[src/rtl/addr_fetch_pkg.sv]
// addr_fetch_pkg: state encoding and default sizes shared by the address-driven fetch engine.
package addr_fetch_pkg;
    typedef enum logic [1:0] {IDLE, RUN, DRAIN, DONE} state_t;
    localparam int DEF_ADDR_W = 32;
    localparam int DEF_DATA_W = 32;
    localparam int DEF_DEPTH  = 4;
endpackage

[src/rtl/addr_fetch_fifo.sv]
// fetch_fifo: in-order response buffer with synchronous push/pop; pointers wrap naturally (DEPTH is a power of two).
module fetch_fifo #(
    parameter int DEPTH  = 4,
    parameter int DATA_W = 32
) (
    input  logic                     clk,
    input  logic                     rst_n,
    input  logic                     push,
    input  logic                     pop,
    input  logic [DATA_W-1:0]        push_data,
    output logic [DATA_W-1:0]        pop_data,
    output logic                     full,
    output logic                     empty,
    output logic [$clog2(DEPTH):0]   count
);
    localparam int AW = $clog2(DEPTH);
    logic [DATA_W-1:0] mem [DEPTH];
    logic [AW-1:0] wr_ptr, rd_ptr;
    logic push_ok, pop_ok;
    assign full     = count == (AW+1)'(DEPTH);
    assign empty    = count == '0;
    assign pop_data = mem[rd_ptr];
    assign push_ok  = push && !full;
    assign pop_ok   = pop && !empty;
    always_ff @(posedge clk or negedge rst_n) begin
        if (!rst_n) begin
            wr_ptr <= '0;
            rd_ptr <= '0;
            count  <= '0;
        end else begin
            if (push_ok) wr_ptr <= wr_ptr + 1'b1;
            if (pop_ok) rd_ptr <= rd_ptr + 1'b1;
            count <= count + (AW+1)'(push_ok) - (AW+1)'(pop_ok);
        end
    end
    always_ff @(posedge clk) begin
        if (push_ok) mem[wr_ptr] <= push_data;
    end
endmodule

[src/rtl/addr_fetch.sv]
// addr_fetch: turns an address stream into credit-limited memory reads and streams the in-order responses downstream.
module addr_fetch import addr_fetch_pkg::*; #(
    parameter int ADDR_W = DEF_ADDR_W,
    parameter int DATA_W = DEF_DATA_W,
    parameter int DEPTH  = DEF_DEPTH
) (
    input  logic              clk,
    input  logic              rst_n,
    input  logic              start,
    input  logic [15:0]       len,
    input  logic [ADDR_W-1:0] addr_in,
    input  logic              addr_valid,
    output logic              addr_ready,
    output logic [ADDR_W-1:0] mem_req_addr,
    output logic              mem_req_valid,
    input  logic              mem_req_ready,
    input  logic [DATA_W-1:0] mem_rsp_data,
    input  logic              mem_rsp_valid,
    output logic [DATA_W-1:0] data_out,
    output logic              data_valid,
    input  logic              data_ready,
    output logic              busy,
    output logic              done,
    output logic              err
);
    localparam int CW = $clog2(DEPTH) + 1;
    state_t state;
    logic [15:0] len_q, issued, returned;
    logic [CW-1:0] credits, count;
    logic gate, req_hs, pop, rsp_ok, full, empty;
    // Credits cover both in-flight reads and buffered data, so a response always finds room.
    assign gate          = state == RUN && issued < len_q && credits != '0;
    assign mem_req_valid = addr_valid && gate;
    assign addr_ready    = mem_req_ready && gate;
    assign mem_req_addr  = addr_in;
    assign req_hs        = mem_req_valid && mem_req_ready;
    assign data_valid    = !empty;
    assign pop           = data_valid && data_ready;
    assign rsp_ok        = mem_rsp_valid && (state == RUN || state == DRAIN) && returned != len_q && !full;
    fetch_fifo #(.DEPTH(DEPTH), .DATA_W(DATA_W)) u_buf (
        .clk(clk), .rst_n(rst_n), .push(rsp_ok), .pop(pop), .push_data(mem_rsp_data),
        .pop_data(data_out), .full(full), .empty(empty), .count(count)
    );
    always_ff @(posedge clk or negedge rst_n) begin
        if (!rst_n) begin
            state    <= IDLE;
            len_q    <= '0;
            issued   <= '0;
            returned <= '0;
            credits  <= CW'(DEPTH);
            busy     <= 1'b0;
            done     <= 1'b0;
            err      <= 1'b0;
        end else begin
            done    <= 1'b0;
            credits <= credits + CW'(pop) - CW'(req_hs);
            if (req_hs) issued <= issued + 16'd1;
            if (rsp_ok) returned <= returned + 16'd1;
            if (mem_rsp_valid && !rsp_ok) err <= 1'b1;
            case (state)
                IDLE: if (start && len != '0) begin
                    state    <= RUN;
                    busy     <= 1'b1;
                    len_q    <= len;
                    issued   <= '0;
                    returned <= '0;
                    credits  <= CW'(DEPTH);
                    err      <= 1'b0;
                end else if (start) done <= 1'b1;
                RUN: if (req_hs && issued == len_q - 16'd1) state <= DRAIN;
                // Leave on the pop that empties the buffer so done follows the last beat directly.
                DRAIN: if (returned == len_q && (empty || (count == CW'(1) && pop))) begin
                    state <= DONE;
                    done  <= 1'b1;
                end
                DONE: begin
                    state <= IDLE;
                    busy  <= 1'b0;
                end
                default: state <= IDLE;
            endcase
        end
    end
endmodule
[config.mk]
export PLATFORM = sky130hd
export DESIGN_NAME = addr_fetch
export DESIGN_NICKNAME = d
export VERILOG_FILES = /design/src/rtl/addr_fetch_pkg.sv /design/src/rtl/addr_fetch_fifo.sv /design/src/rtl/addr_fetch.sv
export SDC_FILE = /design/constraint.sdc
export NUM_CORES = 1
export LEC_CHECK = 0
export CORE_MARGIN = 4
export CORE_UTILIZATION = 45
export CTS_CLUSTER_SIZE = 10
export DETAILED_ROUTE_END_ITERATION = 8
export DONT_BUFFER_PORTS = 1
export PLACE_DENSITY = 0.61
export REMOVE_ABC_BUFFERS = 1
export SKIP_CTS_REPAIR_TIMING = 1
export SLEW_MARGIN = 40
export SYNTH_ARGS = -nofsm -noshare
export SYNTH_HDL_FRONTEND = slang
export SYNTH_SLANG_ARGS = --single-unit
[constraint.sdc]
create_clock -name clk -period 8.35 [get_ports clk]
set_input_delay 1.67 -clock clk [delete_from_list [all_inputs] [get_ports clk]]
set_output_delay 1.67 -clock clk [all_outputs]
set_load 0.005 [all_outputs]
==> impl_metrics.py, run 1 <==
metrics = {
    "status": {
        "status": "finished, final reports clean",
    },
    "sta": {
        "timing.fmax_mhz": 228.2,
        "final.period_utilization_pct": 52.49,
        "setup_viol": 0,
        "min_period_ns": 4.383,
        "finalClockSkew_ns": 0.01987,
        "drv_slew": 0,
        "rsz0062_at_grt": "no",
        "setup_tns_ns": 0,
        "slew_headroom_pct": 56.50,
        "worst_hold_slack_ns": 0.4805,
        "worst_slew_pin_slew_ns": 0.6466,
        "hold_viol": 0,
    },
    "synthesis": {
        "synth_top_family_by_area": "simple AND/OR/NAND/NOR gates",
        "synthDistinctLibCells": 53,
        "postSynthAreaPerCell_um2": 13.54,
        "yosys.area_share.simple_pct": 10.38,
        "async_flop_share_pct": 32.98,
        "synth_ff_type": "edfxtp_1",
        "syn_area_mm2": 0.009055,
        "synth_edf_count": 128,
        "ys_ff_latch": 191,
        "synth-adder-area-share_pct": 4.726,
        "synth_sequential_area_ratio_pct": 59.87,
        "synth-xor-area-share_pct": 5.804,
        "ys_warn_count": 0,
        "synth-compound-area-share_pct": 5.389,
        "synth.mux.area_fraction_pct": 8.415,
        "synthCells": 669,
    },
    "pwr": {
        "power.share.combinational_pct": 21.6,
        "irDropWorstVdd_v": 0.0001302,
        "p_sw_share_pct": 28.63,
        "p_clk_share_pct": 29.1,
        "p_leak_nw": 3.567,
        "p_sw_mw": 0.7340,
        "power_density_mw_per_mm2": 266.0,
        "p_int_mw": 1.830,
        "seq_power_share_pct": 49.3,
    },
    "layout": {
        "fin_area_mm2": 0.009638,
        "area.growth.synth_to_final_pct": 6.439,
        "drive_gt1_share_pct": 12.36,
        "nets": 754,
        "finalNonFillerCells": 912,
        "n_antenna_cell": 0,
        "n_fill_cell": 1756,
        "final_core_util_pct": 49.04,
    },
    "placement": {
        "place_inst": 879,
        "io_buffers": 0,
        "dpl_cell_area_mm2": 0.009094,
        "gp_congestion": 0.8895,
        "dp_hpwl_mm": 13.92,
    },
    "global_route": {
        "grt_overflow": 0,
        "grt_max_degree": 67,
        "grt_pass1_wl_mm": 31.22,
        "grt_pass1_vias": 5641,
        "antenna_found_initial": 0,
        "grt_usage_pct": 18.27,
    },
    "die": {
        "fp-row-count": 51,
        "dieWidth_um": 149.9,
        "die_h_um": 149.9,
        "dieArea_mm2": 0.02246,
        "coreArea_mm2": 0.01965,
        "start_util_pct": 46.07,
        "ios": 157,
    },
    "worst_setup_path": {
        "cp-end-kind": "output port",
        "crit_type": "flip-flop to output port",
        "arrival_ns": 2.71,
        "critical_path.max_fanout": 6,
        "r2r_cells": 15,
        "crit_path_start_kind": "flip-flop",
        "required_ns": 6.68,
    },
    "route": {
        "ant_nets": 0,
        "drt_pass1_iterations": 4,
        "vias": 5225,
        "drt_wl_total_mm": 19.98,
        "drt_first_iter_violations": 290,
        "wl_per_cell_um": 21.91,
        "viasPerCell": 5.729,
        "drc": 0,
    },
    "worst_hold_path": {
        "hold_class": "flip-flop to flip-flop",
        "hold_depth": 1,
    },
    "cts": {
        "cts_buffers": 17,
        "htreeDepth": 4,
        "cts_root_buf": "clkbuf_16",
        "clk_latency_ns": 0.43,
        "clock-sinks": 191,
        "cts_tree": "done",
        "clk_pin_slew_worst_paths_ns": 0.07,
        "clock_path_buffers": 2,
    },
    "run": {
        "drv_cap": 0,
    },
}
-- routing by layer --
metal | vias up | routed length (um) | GRT usage (%)
met4 | 0 | 288 | 5.261
li1 | 2373 | - | -
met5 | - | 0 | 1.818
met1 | 2659 | 8238 | 22.00
met3 | 20 | 1577 | 7.268
met2 | 173 | 9874 | 30.32
-- path summary, 6_finish.rpt --
kind	startpoint	endpoint	slack, ns
min in group asynchronous	rst_n	issued[5]	0.92
worst max-delay path	len_q[12]	mem_req_valid	3.97
worst min-delay path	u_buf.rd_ptr[1]	u_buf.rd_ptr[1]	0.48
max in group asynchronous	rst_n	credits[2]	7.20
worst min register to register	u_buf.rd_ptr[1]	u_buf.rd_ptr[1]	0.48
worst max register to register	len_q[12]	credits[2]	4.50
-- power groups by stage --
stage	logic, mW	clock network [mW]	registers (mW)
finish	0.553	0.747	1.26
global placement	0.543	0	1.27
detailed placement	0.573	0	1.28
CTS	0.574	0.765	1.27
floorplan	0.375	0	1.32
global route	0.618	0.812	1.28
-- cells in the final DEF, fill, tap and decap left out, types with 7 or more instances in the layout --
| cell | count |
|---|---|
| xnor2_1 | 26 |
| nor2_1 | 30 |
| nor3_1 | 7 |
| nand3_1 | 16 |
| mux4_2 | 32 |
| ha_1 | 31 |
| a21oi_1 | 22 |
| and3_1 | 8 |
| o31ai_1 | 9 |
| inv_1 | 39 |
| o21ai_0 | 25 |
| dfrtp_1 | 61 |
| nand2_1 | 47 |
| nand4_1 | 8 |
| o211ai_1 | 7 |
| edfxtp_1 | 128 |
| clkbuf_16 | 17 |
| or4_1 | 10 |
| nor4_1 | 15 |
| xor2_1 | 34 |
-- flip-flops by register name (all words and copies together), names as in the netlist --
name,cells
issued,16
u_buf.mem,128
state,2
u_buf.wr_ptr,2
err,1
len_q,16
busy,1
done,1
u_buf.rd_ptr,2
u_buf.count,3
returned,16
credits,3
-- worst max-delay path, stage by stage, from the launching register on --
cell	delay (ns)
dfrtp_1	0.47
inv_1	0.09
ha_1	0.28
nand4_1	0.15
or3_1	0.44
a2111oi_0	0.50
and4bb_2	0.35
-- final cells by class --
cell class	instances	area, um2	area share [%]
Clock buffer	19	432.9	4.492
Inverter	39	146.4	1.519
Clock inverter	13	103.9	1.078
Multi-Input combinational cell	381	3171	32.90
Tap cell	265	331.6	3.440
Timing Repair Buffer	4	30.03	0.3116
Sequential cell	191	5423	56.26
-- stage by stage --
stage	worst slack [ns]	power, mW
2_1_floorplan	4.081	1.692
3_3_place_gp	4.512	1.817
3_5_place_dp	4.392	1.858
4_1_cts	3.957	2.605
5_1_grt	3.815	2.709
6_report	3.967	2.564
-- Yosys cell counts, types with 2 or more instances --
library cell | count | area share [%]
o211ai_1 | 7 | 0.58
o311a_1 | 2 | 0.22
and4b_1 | 2 | 0.22
clkbuf_1 | 20 | 0.83
nor4_1 | 15 | 1.0
fa_1 | 2 | 0.44
ha_1 | 31 | 4.3
nor2b_1 | 2 | 0.14
a211o_1 | 2 | 0.19
mux4_2 | 32 | 8.0
mux2i_1 | 3 | 0.33
or3_1 | 6 | 0.41
xnor2_1 | 26 | 2.5
buf_4 | 33 | 2.7
nand3_1 | 16 | 0.88
o31ai_1 | 9 | 0.75
and2_1 | 4 | 0.28
edfxtp_1 | 128 | 42
buf_2 | 2 | 0.11
buf_1 | 3 | 0.12
inv_1 | 39 | 1.6
or4_1 | 10 | 0.83
o21ai_0 | 25 | 1.4
dfrtp_1 | 62 | 17
nand2b_1 | 3 | 0.21
and4_1 | 4 | 0.39
xor2_1 | 34 | 3.3
nand2_1 | 47 | 1.9
nor2_1 | 30 | 1.2
nor3_1 | 7 | 0.39
and3_1 | 12 | 0.83
nand4_1 | 8 | 0.55
a21oi_1 | 22 | 1.2
a311o_2 | 2 | 0.25
-- kinds of logic (layout without fill, tap and decap cells) --
kind of cell    after synthesis  after routing
buf+inv                      97             75
compound gates               78             78
simple gates                174            174
xor+xnor                     60             60
flops                       191            191
fa+ha+maj                    33             33
mux                          36             36
(Power assumes the default switching activity.)
==> inputs of run 2 (changes only) <==
==> constraint.sdc (replaced) <==
create_clock -name clk -period 4.15 [get_ports clk]
set_input_delay 0.83 -clock clk [delete_from_list [all_inputs] [get_ports clk]]
set_output_delay 0.83 -clock clk [all_outputs]
set_load 0.005 [all_outputs]
==> impl_metrics.py, run 2 (synthesized netlist as in run 1, its figures left out) <==
metrics = {
    "sta": {
        "worst_slew_pin_slew_ns": 0.6369,
        "rsz0062_at_grt": "no",
        "min_period_ns": 3.785,
        "setup_viol": 0,
        "finalClockSkew_ns": 0.01415,
        "timing.fmax_mhz": 264.2,
        "slew_headroom_pct": 57.15,
        "drv_slew": 0,
        "final.period_utilization_pct": 91.20,
        "setup_tns_ns": 0,
        "hold_viol": 0,
        "worst_hold_slack_ns": 0.08442,
    },
    "route": {
        "drt_pass1_iterations": 4,
        "wl_per_cell_um": 21.90,
        "ant_nets": 0,
        "viasPerCell": 5.731,
        "drt_wl_total_mm": 20.06,
        "drc": 0,
        "vias": 5250,
        "drt_first_iter_violations": 301,
    },
    "die": {
        "die_h_um": 149.9,
        "fp-row-count": 51,
        "dieArea_mm2": 0.02246,
        "ios": 157,
        "start_util_pct": 46.07,
        "coreArea_mm2": 0.01965,
        "dieWidth_um": 149.9,
    },
    "layout": {
        "nets": 758,
        "largest_reg_flops": 128,
        "n_antenna_cell": 0,
        "layout_common_cells": "128 x edfxtp_1, 60 x dfrtp_1, 47 x nand2_1",
        "final_core_util_pct": 49.66,
        "area.growth.synth_to_final_pct": 7.779,
        "n_fill_cell": 1741,
        "layout_commonest_cell": "edfxtp_1",
        "regMostFlops": "u_buf.mem",
        "drive_gt1_share_pct": 13.21,
    },
    "pwr": {
        "total_power_mw": 5.334,
        "p_leak_nw": 3.619,
        "power_density_mw_per_mm2": 546.5,
        "irDropWorstVdd_v": 0.0002832,
    },
    "worst_setup_path": {
        "required_ns": 4.51,
        "critical_path.max_fanout": 6,
        "crit_path_start_kind": "flip-flop",
        "arrival_ns": 4.14,
        "cp-end-kind": "flip-flop",
        "crit_type": "flip-flop to flip-flop",
    },
    "run": {
        "drv_cap": 0,
    },
    "global_route": {
        "grt_usage_pct": 18.32,
        "grt_pass1_wl_mm": 31.19,
        "grt_overflow": 0,
        "grt_max_degree": 64,
        "antenna_found_initial": 0,
        "grt_pass1_vias": 5423,
    },
    "placement": {
        "dp_hpwl_mm": 14.14,
        "io_buffers": 0,
        "gp_congestion": 0.9012,
    },
    "cts": {
        "clock-sinks": 191,
        "cts_root_buf": "clkbuf_16",
        "htreeDepth": 4,
        "clk_latency_ns": 0.43,
        "clk_pin_slew_worst_paths_ns": 0.08,
        "cts_buffers": 17,
        "clock_path_buffers": 2,
        "cts_tree": "done",
    },
    "worst_hold_path": {
        "hold_class": "input port to async pin",
    },
    "status": {
        "status": "finished, final reports clean",
    },
}
## run 2: layout make-up
type,count,area [um2],area share [%]
Clock inverter,13,173.9,1.782
Timing Repair Buffer,8,80.08,0.8205
Inverter,39,146.4,1.500
Sequential cell,191,5424,55.58
Multi-Input combinational cell,381,3171,32.49
Tap cell,265,331.6,3.397
Clock buffer,19,432.9,4.436
## run 2: power by group
part	switching, mW	total [mW]	internal [mW]
registers	0.204	2.61	2.40
clock network	0.756	1.67	0.916
logic	0.554	1.06	0.503
## run 2: worst max-delay path: stages (launching register included)
cell       delay [ns]
dfrtp_1          0.47
inv_1            0.09
ha_1             0.28
nand4_1          0.12
or3_1            0.43
a2111oi_0        0.49
and4bb_2         0.35
and2_1           0.22
ha_1             0.28
inv_1            0.05
ha_1             0.13
inv_1            0.05
fa_1             0.36
xor2_1           0.19
xnor2_1          0.14
nand2_1          0.07
## run 2: metal layers
metal / global-route usage (%) / vias to the layer above / wire length (um)
met1: 22.80 / 2680 / 8124
met4: 4.300 / 0 / 229
met5: 1.818 / - / 0
met3: 7.117 / 16 / 1724
li1: - / 2383 / -
met2: 30.19 / 171 / 9985
## run 2: worst paths after layout
kind	from	end	slack, ns	cells past startpoint
min reg2reg	u_buf.count[2]	u_buf.count[2]	0.53	1
min	rst_n	issued[9]	0.08	0
max in group asynchronous	rst_n	credits[2]	3.85	0
max reg2reg	len_q[12]	credits[2]	0.37	15
max	len_q[12]	credits[2]	0.37	15
min in group clk	mem_rsp_data[10]	u_buf.mem[2][10]	0.49	0
## run 2: through the flow
step / worst slack (ns) / cells / area, um2
2_1_floorplan: 0.7206 / 611 / 8711
3_5_place_dp: 0.3437 / 883 / 9125
3_3_place_gp: 0.4864 / 882 / 9101
6_report: 0.3651 / 916 / 9759
5_1_grt: 0.05521 / 916 / 9759
4_1_cts: 0.3636 / 915 / 9732
==> inputs of run 3 (changes only) <==
--- a/config.mk
+++ b/config.mk
@@ -5,9 +5,8 @@
 export SDC_FILE = /design/constraint.sdc
 export NUM_CORES = 1
 export LEC_CHECK = 0
-export CORE_MARGIN = 4
+export CORE_MARGIN = 3
 export CORE_UTILIZATION = 45
-export CTS_CLUSTER_SIZE = 10
 export DETAILED_ROUTE_END_ITERATION = 8
 export DONT_BUFFER_PORTS = 1
 export PLACE_DENSITY = 0.61
==> impl_metrics.py, run 3 (synthesized netlist as in run 1, its figures left out) <==
metrics = {
    "status": {
        "status": "finished, final reports clean",
    },
    "pwr": {
        "p_int_mw": 3.733,
        "power_density_mw_per_mm2": 541.2,
        "total_power_mw": 5.286,
        "power.share.combinational_pct": 19.7,
        "p_clk_share_pct": 30.6,
        "p_sw_share_pct": 29.38,
        "p_leak_nw": 3.650,
        "irDropWorstVdd_v": 0.0002857,
        "p_sw_mw": 1.553,
        "seq_power_share_pct": 49.7,
    },
    "placement": {
        "gp_congestion": 0.9462,
        "dp_hpwl_mm": 13.93,
        "io_buffers": 0,
    },
    "sta": {
        "final.period_utilization_pct": 91.48,
        "worst_slew_pin_slew_ns": 0.6841,
        "setup_viol": 0,
        "hold_viol": 0,
        "setup_tns_ns": 0,
        "rsz0062_at_grt": "no",
        "min_period_ns": 3.796,
        "slew_headroom_pct": 53.98,
        "drv_slew": 0,
        "timing.fmax_mhz": 263.4,
        "finalClockSkew_ns": 0.01435,
    },
    "cts": {
        "clock-sinks": 191,
        "clock_path_buffers": 2,
        "cts_root_buf": "clkbuf_16",
        "cts_tree": "done",
        "clk_pin_slew_worst_paths_ns": 0.08,
        "clk_latency_ns": 0.43,
        "cts_buffers": 17,
        "htreeDepth": 4,
    },
    "layout": {
        "nets": 763,
        "drive_gt1_share_pct": 13.57,
        "regMostFlops": "u_buf.mem",
        "largest_reg_flops": 128,
        "layout_commonest_cell": "edfxtp_1",
        "layout_common_cells": "128 x edfxtp_1, 60 x dfrtp_1, 47 x nand2_1",
        "area.growth.synth_to_final_pct": 7.862,
        "n_antenna_cell": 0,
    },
    "die": {
        "start_util_pct": 46.22,
        "coreArea_mm2": 0.01959,
        "dieWidth_um": 147.9,
        "fp-row-count": 51,
        "dieArea_mm2": 0.02186,
        "ios": 157,
        "die_h_um": 147.9,
    },
    "global_route": {
        "grt.met3_usage_pct": 6.959,
        "top_usage_layer": "met2",
        "use_met2_pct": 29.55,
        "grt_pass1_wl_mm": 30.89,
        "grt_pass1_vias": 5325,
        "grt_max_degree": 64,
        "antenna_found_initial": 0,
        "grtUsageMet1_pct": 24.05,
        "grt_overflow": 0,
        "grt_usage_pct": 18.36,
    },
    "route": {
        "drt_wl_total_mm": 19.54,
        "vias": 5195,
        "viasPerCell": 5.641,
        "drc": 0,
        "wl_per_cell_um": 21.22,
        "ant_nets": 0,
        "drt_first_iter_violations": 345,
        "drt_pass1_iterations": 5,
    },
    "worst_setup_path": {
        "r2r_slack_ns": 0.35,
        "r2r_start": "len_q[12]",
        "required_ns": 4.50,
        "r2r_cells": 15,
        "crit_path_start_kind": "flip-flop",
        "crit_start": "len_q[12]",
        "arrival_ns": 4.14,
        "critical_path.max_fanout": 6,
        "crit_type": "flip-flop to flip-flop",
        "cp-end-kind": "flip-flop",
    },
    "run": {
        "drv_cap": 0,
    },
    "worst_hold_path": {
        "hold_class": "input port to async pin",
    },
}
-- run 3: cell types whose count changed in the layout (fill, tap and decap cells not counted) --
cell | previous run | this run
clkinvlp_4 | 2 | 1
and3_4 | 4 | 0
clkinv_8 | 2 | 6
bufinv_16 | 2 | 0
and3_1 | 8 | 12
buf_6 | 0 | 1
inv_12 | 0 | 1
buf_4 | 7 | 12
buf_16 | 1 | 0
clkbuf_1 | 2 | 0
-- run 3: critical path, cell delays in order (launching register included) --
cell	delay [ns]
dfrtp_1	0.46
inv_1	0.09
ha_1	0.29
nand4_1	0.14
or3_1	0.44
a2111oi_0	0.45
and4bb_2	0.35
and2_1	0.22
ha_1	0.29
inv_1	0.06
ha_1	0.13
inv_1	0.04
fa_1	0.37
xor2_1	0.18
xnor2_1	0.15
nand2_1	0.08
-- run 3: stage by stage --
step	hold slack [ns]	setup WS (ns)	instances	util, %	area [um2]
3_5_place_dp	0.5247	0.3681	888	46.67	9143
6_report	0.08403	0.3538	921	49.86	9767
5_1_grt	0.05551	0.08650	921	49.86	9767
4_1_cts	0.06489	0.3692	920	49.80	9756
3_3_place_gp	0.4942	0.4934	887	46.62	9134
2_1_floorplan	0.4735	0.7206	611	-	8711
-- run 3: final cells by class --
type,instances,area [um2]
clock buffers,17,425.4
clock inverters,15,187.7
repair buffers,13,101.3
flip-flops and latches,191,5424
well taps,265,331.6
inverters,39,146.4
multi-input cells,381,3151
fillers,1714,9823
-- run 3: final timing paths --
path | to
max | credits[2]
min | len_q[8]
max reg2reg | credits[2]
min reg2reg | u_buf.count[2]
max in group asynchronous | credits[2]
min in group clk | u_buf.mem[0][26]
-- run 3: power by group through the flow --
| stage | Combinational, mW | Sequential (mW) | Clock (mW) |
|---|---|---|---|
| finish | 1.04 | 2.63 | 1.62 |
| global route | 1.15 | 2.68 | 1.75 |
| floorplan | 0.755 | 2.65 | 0 |
| CTS | 1.07 | 2.64 | 1.67 |
| detailed placement | 1.07 | 2.68 | 0 |
| global placement | 1.03 | 2.66 | 0 |
-- run 3: per-layer routing --
| metal | up-vias | share of wire [%] |
|---|---|---|
| met4 | 0 | 0.90 |
| met2 | 162 | 49 |
| met5 | - | 0 |
| met3 | 14 | 8.1 |
| li1 | 2394 | - |
| met1 | 2625 | 42 |
